==> config.mk <==
export PLATFORM = sky130hd
export DESIGN_NAME = dc_restorer
export DESIGN_NICKNAME = d
export VERILOG_FILES = /design/src/rtl/dc_restorer_pkg.sv /design/src/rtl/dc_restorer_sat_add.sv /design/src/rtl/dc_restorer.sv
export SDC_FILE = /design/constraint.sdc
export NUM_CORES = 1
export LEC_CHECK = 0
export CELL_PAD_IN_SITES_DETAIL_PLACEMENT = 1
export CELL_PAD_IN_SITES_GLOBAL_PLACEMENT = 1
export CORE_MARGIN = 1.5
export CORE_UTILIZATION = 43
export CTS_BUF_LIST = sky130_fd_sc_hd__clkbuf_2 sky130_fd_sc_hd__clkbuf_4 sky130_fd_sc_hd__clkbuf_8
export DETAILED_ROUTE_END_ITERATION = 16
export PLACE_DENSITY_LB_ADDON = 0.1
export SYNTH_ARGS = -nofsm -noshare
export SYNTH_HDL_FRONTEND = slang
export SYNTH_HIERARCHICAL = 1
export SYNTH_SLANG_ARGS = --single-unit
==> constraint.sdc <==
create_clock -name clk_in -period 4.15 [get_ports clk_in]
set_input_delay 0.83 -clock clk_in [delete_from_list [all_inputs] [get_ports clk_in]]
set_output_delay 0.83 -clock clk_in [all_outputs]
set_load 0.01 [all_outputs]
==> src/rtl/dc_restorer_pkg.sv <==
// Shared types and widths for the output-side DC restorer.
package dc_restorer_pkg;

    typedef enum logic [2:0] {
        OFF,
        RAMP_UP,
        RUN,
        MUTE,
        RAMP_DOWN
    } state_t;

    localparam int SAMPLE_W = 16;
    localparam int SUM_W    = 18;

endpackage

==> src/rtl/dc_restorer_sat_add.sv <==
// Signed sample plus unsigned bias, clamped into the unsigned 16-bit DAC code range.
module sat_add_u16
    import dc_restorer_pkg::*;
(
    input  logic [SAMPLE_W-1:0] sample,
    input  logic [SAMPLE_W-1:0] bias,
    output logic [SAMPLE_W-1:0] result
);

    logic [SUM_W-1:0] sum;

    always_comb begin
        sum = {{(SUM_W-SAMPLE_W){sample[SAMPLE_W-1]}}, sample}
            + {{(SUM_W-SAMPLE_W){1'b0}}, bias};
        // Bit 17 set means the sum went negative; bit 16 alone means it passed full scale.
        if (sum[SUM_W-1]) begin
            result = '0;
        end else if (sum[SAMPLE_W]) begin
            result = '1;
        end else begin
            result = sum[SAMPLE_W-1:0];
        end
    end

endmodule

==> src/rtl/dc_restorer.sv <==
// Adds a ramped DC bias to zero-centred audio for the DAC/PWM driver, with mute
// and saturation; the bias ramps between 0 and BIAS so the speaker never sees a step.
module dc_restorer
    import dc_restorer_pkg::*;
#(
    parameter logic [15:0] BIAS      = 16'h8000,
    parameter logic [15:0] RAMP_STEP = 16'h0040
)
(
    input  logic                clk_in,
    input  logic                rst_in,
    input  logic                ready_in,
    input  logic [SAMPLE_W-1:0] signal_in,
    input  logic                enable_in,
    input  logic                mute_in,
    output logic [SAMPLE_W-1:0] signal_out,
    output logic                done_out,
    output logic                settled_out,
    output state_t              state_out
);

    // ready_in is a one-cycle strobe with no back-pressure: the sample on signal_in
    // is consumed that cycle, and done_out answers it exactly one cycle later.

    state_t              state;
    logic [SAMPLE_W-1:0] bias;
    logic [SAMPLE_W:0]   bias_up_wide;
    logic [SAMPLE_W-1:0] bias_up;
    logic [SAMPLE_W-1:0] bias_dn;
    logic [SAMPLE_W-1:0] run_sample;

    always_comb begin
        bias_up_wide = {1'b0, bias} + {1'b0, RAMP_STEP};
        bias_up      = bias;
        bias_dn      = '0;
        if (bias_up_wide >= {1'b0, BIAS}) begin
            bias_up = BIAS;
        end else begin
            bias_up = bias_up_wide[SAMPLE_W-1:0];
        end
        if (bias > RAMP_STEP) begin
            bias_dn = bias - RAMP_STEP;
        end
    end

    sat_add_u16 u_sat_add (
        .sample (signal_in),
        .bias   (bias),
        .result (run_sample)
    );

    always_ff @(posedge clk_in) begin
        if (rst_in) begin
            state       <= OFF;
            bias        <= '0;
            signal_out  <= '0;
            done_out    <= 1'b0;
            settled_out <= 1'b0;
        end else begin
            done_out <= ready_in;
            case (state)
                OFF: begin
                    if (ready_in) signal_out <= '0;
                    if (enable_in) state <= RAMP_UP;
                end
                RAMP_UP: begin
                    if (ready_in) begin
                        bias       <= bias_up;
                        signal_out <= bias_up;
                    end
                    // Losing enable beats reaching the target on the same cycle.
                    if (!enable_in) begin
                        state <= RAMP_DOWN;
                    end else if (ready_in && bias_up == BIAS) begin
                        state       <= RUN;
                        settled_out <= 1'b1;
                    end
                end
                RUN: begin
                    if (ready_in) signal_out <= run_sample;
                    if (!enable_in) begin
                        state       <= RAMP_DOWN;
                        settled_out <= 1'b0;
                    end else if (mute_in) begin
                        state <= MUTE;
                    end
                end
                MUTE: begin
                    if (ready_in) signal_out <= bias;
                    if (!enable_in) begin
                        state       <= RAMP_DOWN;
                        settled_out <= 1'b0;
                    end else if (!mute_in) begin
                        state <= RUN;
                    end
                end
                RAMP_DOWN: begin
                    // A re-enable is ignored here; OFF picks it up once the bias reaches 0.
                    if (ready_in) begin
                        bias       <= bias_dn;
                        signal_out <= bias_dn;
                        if (bias_dn == '0) state <= OFF;
                    end
                end
                default: begin
                    state       <= OFF;
                    bias        <= '0;
                    signal_out  <= '0;
                    settled_out <= 1'b0;
                end
            endcase
        end
    end

    assign state_out = state;

endmodule

======== Word level (Yosys, flattened, before mapping) ========
Cells that the tools add are included.
Widths: inputs -> output; s select.
storage, ports and cells
  bits in registers ....................... 37
  latch bits .............................. 0
  RAM bits ................................ 0
  bits in read-only memories .............. 0
  input bits .............................. 21
  output and inout bits ................... 21
  word-level logic and storage cells ...... 65
  memories ................................ 0
operators by class
  $add $sub $neg .......................... 3
  $mul .................................... 0
  div/mod/pow operators ................... 0
  order comparisons ....................... 2
  equal/unequal tests ..................... 18
  shifts and indexed selects .............. 0
  mux-type cells .......................... 25
  bitwise gates (word level) .............. 2
  reduce and logical (&&, ||, !) cells .... 10
operators by type and width
  cell                   count
  $mux 16                9
  $pmux 16 s5            1
  $pmux 16 s3            1
  $mux 3                 9
  $ne 2x2->1 const B     10
  $add 16x17->18         1
  $add 16x7->17 const B  1
  $ge 17x16->1 const B   1
  $eq 16x16->1 const B   1
  $gt 16x7->1 const B    1
  $logic_not 16->1       1
  $sub 16x7->16 const B  1
  $pmux 3 s5             1
  $ne 3x3->1 const B     3
  $eq 3x2->1 const B     2
  $reduce_and 6->1       1
  $reduce_and 5->1       1
  $reduce_and 4->1       1
  $reduce_or 2->1        2
  $eq 3x1->1 const B     1
  $eq 3x3->1 const B     1
  $logic_not 3->1        1
  $mux 1                 3
  $pmux 1 s3             1
  4 further kinds        5

======== Logic depth before layout (Yosys ltp) ========
Gate-level depths: netlist (run 1).
  depth after elaboration ................. 8
  depth in mapped cells ................... 13
  gate-level depth less buffers ........... 12

======== By module ========
Netlist (run 1), hierarchy kept.
by module, submodules not included
  module       times used  cells an instance  area each (um^2)  sequential area each (um^2)
  dc_restorer  1           292                2287.2            740.7
  sat_add_u16  1           130                993.5             0.0

======== Worst setup path after synthesis (run 1) ========
OpenSTA, ideal clock, no wires.
  path type ............................... in2reg
  start ................................... input signal_in[0]
  end ..................................... register signal_out[9]
  setup time .............................. 0.075 ns
  arrival time ............................ 3.194 ns
  required time ........................... 4.075 ns
  slack ................................... 0.881 ns
  stages .................................. 13
  buffers on the path ..................... 1
  cells stage by stage .................... ha_1 fa_1 a211oi_1 o21ai_1 o2111ai_2 o21ai_0 a211oi_2 buf_4 o21a_1 mux2i_1 o22ai_1 a21oi_1 o21ai_0
on the way
  cells in the longest elaborated chain, start to end .. 5
RTL lines
  element                  line                       source
  from (decl)              dc_restorer.sv:13          input logic [SAMPLE_W-1:0] signal_in,
  $add 16x17->18 *         dc_restorer_sat_add.sv:14  + {{(SUM_W-SAMPLE_W){1'b0}}, bias};
  $mux 16                  dc_restorer_sat_add.sv:18  end else if (sum[SAMPLE_W]) begin
  $mux 16 *                dc_restorer_sat_add.sv:16  if (sum[SUM_W-1]) begin
  named net run_sample[9]  dc_restorer.sv:30          logic [SAMPLE_W-1:0] run_sample;
  $mux 16 *                dc_restorer.sv:80          if (ready_in) signal_out <= run_sample;
  $pmux 16 s5 *            dc_restorer.sv:61          case (state)
  to (signal assigned)     dc_restorer.sv:69          signal_out <= bias_up;
  to (signal assigned)     dc_restorer.sv:80
  to (signal assigned)     dc_restorer.sv:89          if (ready_in) signal_out <= bias;
  to (decl)                dc_restorer.sv:16          output logic [SAMPLE_W-1:0] signal_out,
Mark *: on every way through the listed nets, which the timed path passes. The rest lies on a longest branch. The select of a mux whose other input is x is not followed.
A chain may end at the register's enable or synchronous reset.

======== Final worst setup path (run 1) ========
  start ................................... input signal_in[15]
  end ..................................... register signal_out[15]
Same word-level chain as after synthesis.

==> impl_metrics.csv, run 1 <==
group,metric,value,unit
status,status,"finished, final reports clean",
hold_path,hp-class,"register to register",
sta,fin_crit_sh,0.871,
setup_path,r2r_start,"bias[11]",
synthesis,ys_async_sr_fraction,0,
place,place_inst,544,
sta,min_period,3.62,ns
setup_path,reg2reg_slack,0.93,ns
route,drc,0,
synthesis,synth_nets,464,
clock_tree,cts_buffer_depth,2,
synthesis,synth-edff-count,0,
setup_path,critPathKind,"primary input to register",
pwr,power_density,415,nW/um^2
grt,use_met1,0.361,
clock_tree,cts-root-buf,"clkbuf_8",
place,hpwl,7900,um
pwr,power.leakage,1.44,nW
place,io_buffers,41,
pwr,total_power,1.59,mW
grt,grt_pass1_wl,17400,um
route,routed_wirelength,10400,um
route,vias,3323,
sta,slew_headroom,0.357,
route,ant_nets,0,
clock_tree,cts_resized,0,
layout,area.growth.synth_to_final,16.9,%
pwr,peakVddDrop,0.290,mV
layout,antenna_cells,0,
grt,grt_use_total,0.263,
hold_path,hold_start,"signal_out[4]",
sta,skew,0.00602,ns
route,drtIter0Drc,163,
grt,antenna_found_initial,0,
setup_path,critPathCaptureType,"register",
die,coreArea,7330,um^2
grt,use_met3,0.0320,
layout,final_cell_mix,"44 x nand2_1, 41 x clkdlybuf4s50_1, 37 x a21oi_1, 37 x dfxtp_1, 29 x nor2_1",
synthesis,syn_area_per_cell,7.77,um^2
grt,grt_util_met2,0.432,
sta,slew_violations,0,
flow_run,cap_violations,0,
clock_tree,cts_setup_buffers,0,
die,die_y,90.3,um
clock_tree,clk_latency,0.29,ns
layout,finalNetCount,494,
synthesis,synth_top_flop_cell,"dfxtp_1",
hold_path,hold_end,"signal_out[4]",
pwr,power.internal,0.848,mW
die,die_area,8160,um^2
sta,layout_setup_ws,0.535,ns
clock_tree,cts_tree,"built",
synthesis,ys_types,67,
route,avgRoutedWirePerCell,18.9,um
synthesis,seq_area_frac_synth,0.226,
synthesis,ys_seq_elements,37,
sta,tns,0,ns
setup_path,crit_chain,"clkdlybuf4s50_1, ha_1, inv_1, a221o_1, o31ai_1, a211oi_2, buf_4, o31a_2, mux2_2, a21oi_1, o21ai_0",
setup_path,max_stage_delay,0.60,ns
die,start_util,0.448,
grt,busiest_layer,"met2",
clock_tree,cts_hold_buf,0,
sta,rsz0062_at_grt,"no",
die,ioPinCount,42,
setup_path,cp.required,4.32,ns
setup_path,ff2ff_path_depth,11,
clock_tree,cts_buffers,5,
sta,clock.fmax,0.277,GHz
place,dpl_worst_slack,0.229,ns
clock_tree,path_clk_slew,0.08,ns
sta,setup_viol,0,
sta,hold_violations,0,
synthesis,synthesis.instances,422,
pwr,pwr-share-clk,0.169,
grt,grt_max_degree,25,
place,gp_congestion,0.915,
pwr,seqPwrFrac,0.314,
setup_path,reg2reg_to,"signal_out[11]",
route,first_pass_iters,4,
layout,layout_commonest_cell,"nand2_1",
synthesis,yosysWarnings,6,
synthesis,syn_area,3280,um^2
setup_path,setup.worst_path.start_class,"primary input",
clock_tree,cts.sinks,37,
hold_path,min_path_cells,2,
layout,final_layout_size_suffix_gt1_frac,0.0708,
grt,grt_pass1_vias,3385,
sta,max_slew.worst_pin.slew,0.963,ns
pwr,combPwrFrac,0.516,
clock_tree,h-tree-depth,2,
grt,grt-ovfl-total,0,
setup_path,cp.arrival,3.78,ns
route,via_per_inst,6.03,
pwr,power.share.switching,0.467,
setup_path,crit_fanout,16,
die,die_w,90.3,um
pwr,p_switching,0.742,mW
layout,fin_cells,551,
die,row_count,31,
setup_path,cp_slowest_cell,"clkdlybuf4s50_1",
-- power by group through the flow --
stage | clock network [mW] | registers [mW] | logic, mW
finish | 0.269 | 0.500 | 0.821
global placement | 0 | 0.505 | 0.785
floorplan | 0 | 0.425 | 0.656
global route | 0.293 | 0.509 | 0.903
CTS | 0.275 | 0.498 | 0.812
detailed placement | 0 | 0.506 | 0.805
-- how the worst max path moves through the flow --
stage,from,endpoint,slack (ns),cells past startpoint
5_1_grt,signal_in[0],signal_out[12],0.29,13
3_3_place_gp,signal_in[0],signal_out[10],0.32,13
6_report,signal_in[15],signal_out[15],0.53,11
2_1_floorplan,signal_in[0],signal_out[9],0.88,13
3_5_place_dp,signal_in[0],signal_out[10],0.23,13
4_1_cts,signal_in[0],signal_out[12],0.54,13
-- worst max-delay path: cells and delay by family --
family,cells,cell delay (ns)
compound gates,6,1.37
buf+inv,3,0.88
fa+ha+maj,1,0.42
mux,1,0.26
-- through the flow --
| stage | cell area (um^2) | hold slack [ns] | util |
|---|---|---|---|
| 6_report | 3830 | 0.457 | 0.523 |
| 5_1_grt | 3830 | 0.485 | 0.523 |
| 4_1_cts | 3830 | 0.461 | 0.523 |
| 3_5_place_dp | 3740 | 0.450 | 0.511 |
| 3_3_place_gp | 3740 | 0.440 | 0.511 |
| 2_1_floorplan | 3280 | 0.476 | - |
-- logic make-up after synthesis --
family,count (synthesis),synth area share
DFF,37,0.226
muxes,11,0.0351
xor gates and xnor gates,24,0.0641
adders and majority gates,21,0.0824
buffers and inverters,31,0.0420
AOI/OAI and AO/OA,154,0.321
and+or+nand+nor,144,0.230
-- synthesized netlist by cell type, types with 5 or more instances --
cell       n  area, um^2
a211oi_1  10        75.1
a21o_1    11        82.6
a21oi_1   37         185
a31oi_1    7        43.8
and2_1    11        68.8
buf_2      8        40.0
clkbuf_1  12        45.0
dfxtp_1   37         741
ha_1      20         250
inv_1      8        30.0
mux2i_1    7        70.1
nand2_1   44         165
nand3_1   12        60.1
nor2_1    29         109
nor2b_1    8        50.1
nor3_1    10        50.1
o21a_1    18         135
o21ai_0   27         135
o31ai_1    5        37.5
xnor2_1   11        96.3
xor2_1    13         114
-- final cells by class --
type / count / area [um^2]
Fill cell: 907 / 3500
Inverter: 8 / 30.0
Tap cell: 99 / 124
Multi-Input combinational cell: 354 / 2400
Sequential cell: 37 / 741
Timing Repair Buffer: 46 / 448
Clock inverter: 1 / 7.51
Clock buffer: 6 / 82.6
-- per-layer routing --
metal,up-vias,share of wire
met2,85,0.46
met1,1607,0.48
met5,-,0
met4,0,0.017
li1,1617,-
met3,14,0.040
-- registers in the layout, indices dropped and copies added (netlist names) --
register / count
state_out: 3
settled_out: 1
signal_out: 16
bias: 16
done_out: 1
No activity file was read; power rests on OpenSTA's default activity.
==> run 2: changes to the inputs <==
--- a/config.mk
+++ b/config.mk
@@ -8,10 +8,11 @@
 export CELL_PAD_IN_SITES_DETAIL_PLACEMENT = 1
 export CELL_PAD_IN_SITES_GLOBAL_PLACEMENT = 1
 export CORE_MARGIN = 1.5
-export CORE_UTILIZATION = 43
+export CORE_UTILIZATION = 46
 export CTS_BUF_LIST = sky130_fd_sc_hd__clkbuf_2 sky130_fd_sc_hd__clkbuf_4 sky130_fd_sc_hd__clkbuf_8
 export DETAILED_ROUTE_END_ITERATION = 16
 export PLACE_DENSITY_LB_ADDON = 0.1
+export REMOVE_ABC_BUFFERS = 1
 export SYNTH_ARGS = -nofsm -noshare
 export SYNTH_HDL_FRONTEND = slang
 export SYNTH_HIERARCHICAL = 1
==> constraint.sdc (replaced) <==
create_clock -name clk_in -period 4.6 [get_ports clk_in]
set_input_delay 0.92 -clock clk_in [delete_from_list [all_inputs] [get_ports clk_in]]
set_output_delay 0.92 -clock clk_in [all_outputs]
set_load 0.01 [all_outputs]
==> impl_metrics.csv, run 2 (synthesized netlist as in run 1, its figures left out) <==
group,metric,value,unit
sta,fin_crit_sh,0.797,
sta,tns,0,ns
pwr,power_density,381,nW/um^2
sta,max_slew.worst_pin.slew,0.903,ns
layout,antenna_cells,0,
setup_path,max_stage_delay,0.60,ns
pwr,power.leakage,1.45,nW
layout,final_util,0.562,
route,vias,3342,
grt,grt_max_degree,19,
sta,layout_setup_ws,0.933,ns
route,drc,0,
route,ant_nets,0,
die,start_util,0.480,
layout,finalNetCount,493,
sta,slew_headroom,0.397,
hold_path,hp-class,"register to register",
setup_path,cp.required,4.76,ns
die,ioPinCount,42,
setup_path,crit_fanout,16,
layout,layout_commonest_cell,"nand2_1",
place,gp_congestion,0.873,
setup_path,crit_chain,"clkdlybuf4s50_1, ha_1, inv_1, a221o_1, o31ai_1, a211oi_2, buf_4, o31a_2, mux2_2, a21oi_1, o21ai_0",
setup_path,setup.worst_path.start_class,"primary input",
clock_tree,cts-root-buf,"clkbuf_8",
sta,slew_violations,0,
grt,antenna_found_initial,0,
sta,hold_slack,0.463,ns
status,status,"finished, final reports clean",
sta,rsz0062_at_grt,"no",
sta,min_period,3.67,ns
place,hpwl,7660,um
hold_path,min_path_cells,2,
pwr,total_power,1.46,mW
clock_tree,cts_buffers,5,
place,io_buffers,41,
flow_run,cap_violations,0,
clock_tree,path_clk_slew,0.09,ns
clock_tree,cts_resized,0,
clock_tree,cts_hold_buf,0,
sta,clock.fmax,0.273,GHz
route,avgRoutedWirePerCell,18.7,um
layout,nFillCells,876,
setup_path,cp.arrival,3.83,ns
sta,setup_viol,0,
grt,grt_pass1_wl,16900,um
grt,grt_use_total,0.280,
setup_path,critPathCaptureType,"register",
die,die_y,87.5,um
route,drtIter0Drc,166,
route,via_per_inst,6.10,
die,die_w,87.5,um
clock_tree,cts_setup_buffers,0,
grt,grt-ovfl-total,0,
pwr,peakVddDrop,0.283,mV
layout,area.growth.synth_to_final,17.0,%
sta,hold_violations,0,
layout,final_layout_size_suffix_gt1_frac,0.0708,
setup_path,critPathKind,"primary input to register",
clock_tree,cts_buffer_depth,2,
die,die_area,7650,um^2
route,routed_wirelength,10200,um
die,coreArea,6830,um^2
grt,grt_pass1_vias,3368,
clock_tree,cts_tree,"built",
clock_tree,cts.sinks,37,
die,row_count,30,
layout,final_cell_mix,"44 x nand2_1, 41 x clkdlybuf4s50_1, 37 x a21oi_1, 37 x dfxtp_1, 29 x nor2_1",
clock_tree,clk_latency,0.29,ns
route,first_pass_iters,4,
clock_tree,h-tree-depth,2,
setup_path,ff2ff_path_depth,12,
sta,skew,0.0120,ns
place,dpl_worst_slack,0.633,ns
setup_path,cp_slowest_cell,"clkdlybuf4s50_1",
## run 2: area by class of cell
class | count | area (um^2) | area share
inverter | 8 | 30.0 | 0.00782
multi-input combinational | 354 | 2400 | 0.626
sequential | 37 | 741 | 0.193
clock inverter | 1 | 8.76 | 0.00228
clock buffer | 7 | 96.3 | 0.0251
timing repair buffer | 45 | 440 | 0.115
tap | 96 | 120 | 0.0313
## run 2: final timing paths
| kind | startpoint | to | slack (ns) |
|---|---|---|---|
| worst min-delay path | signal_out[9] | signal_out[9] | 0.46 |
| worst max-delay path | signal_in[15] | signal_out[15] | 0.93 |
| worst min register to register | signal_out[9] | signal_out[9] | 0.46 |
| worst max register to register | bias[8] | signal_out[8] | 1.24 |
## run 2: worst max-delay path, delay by kind of cell
family | cells | cell delay, ns
compound gates | 6 | 1.35
fa+ha+maj | 1 | 0.43
buf+inv | 3 | 0.87
mux | 1 | 0.26
## run 2: power breakdown
part / internal (mW) / switching [mW]
logic: 0.303 / 0.464
clock network: 0.139 / 0.127
registers: 0.346 / 0.0826
total: 0.788 / 0.674
## run 2: routing by layer
| metal | GRT usage | up-vias | part of all wire |
|---|---|---|---|
| met5 | 0 | - | 0 |
| met4 | 0.0722 | 0 | 0.017 |
| met3 | 0.0360 | 14 | 0.033 |
| met2 | 0.469 | 75 | 0.48 |
| met1 | 0.379 | 1630 | 0.47 |
| li1 | - | 1623 | - |
## run 2: stage by stage
step	area [um^2]	std cells
final	3840	548
after floorplan	3170	399
after global placement	3730	540
after CTS	3840	548
after global routing	3840	548
after detailed placement	3730	540
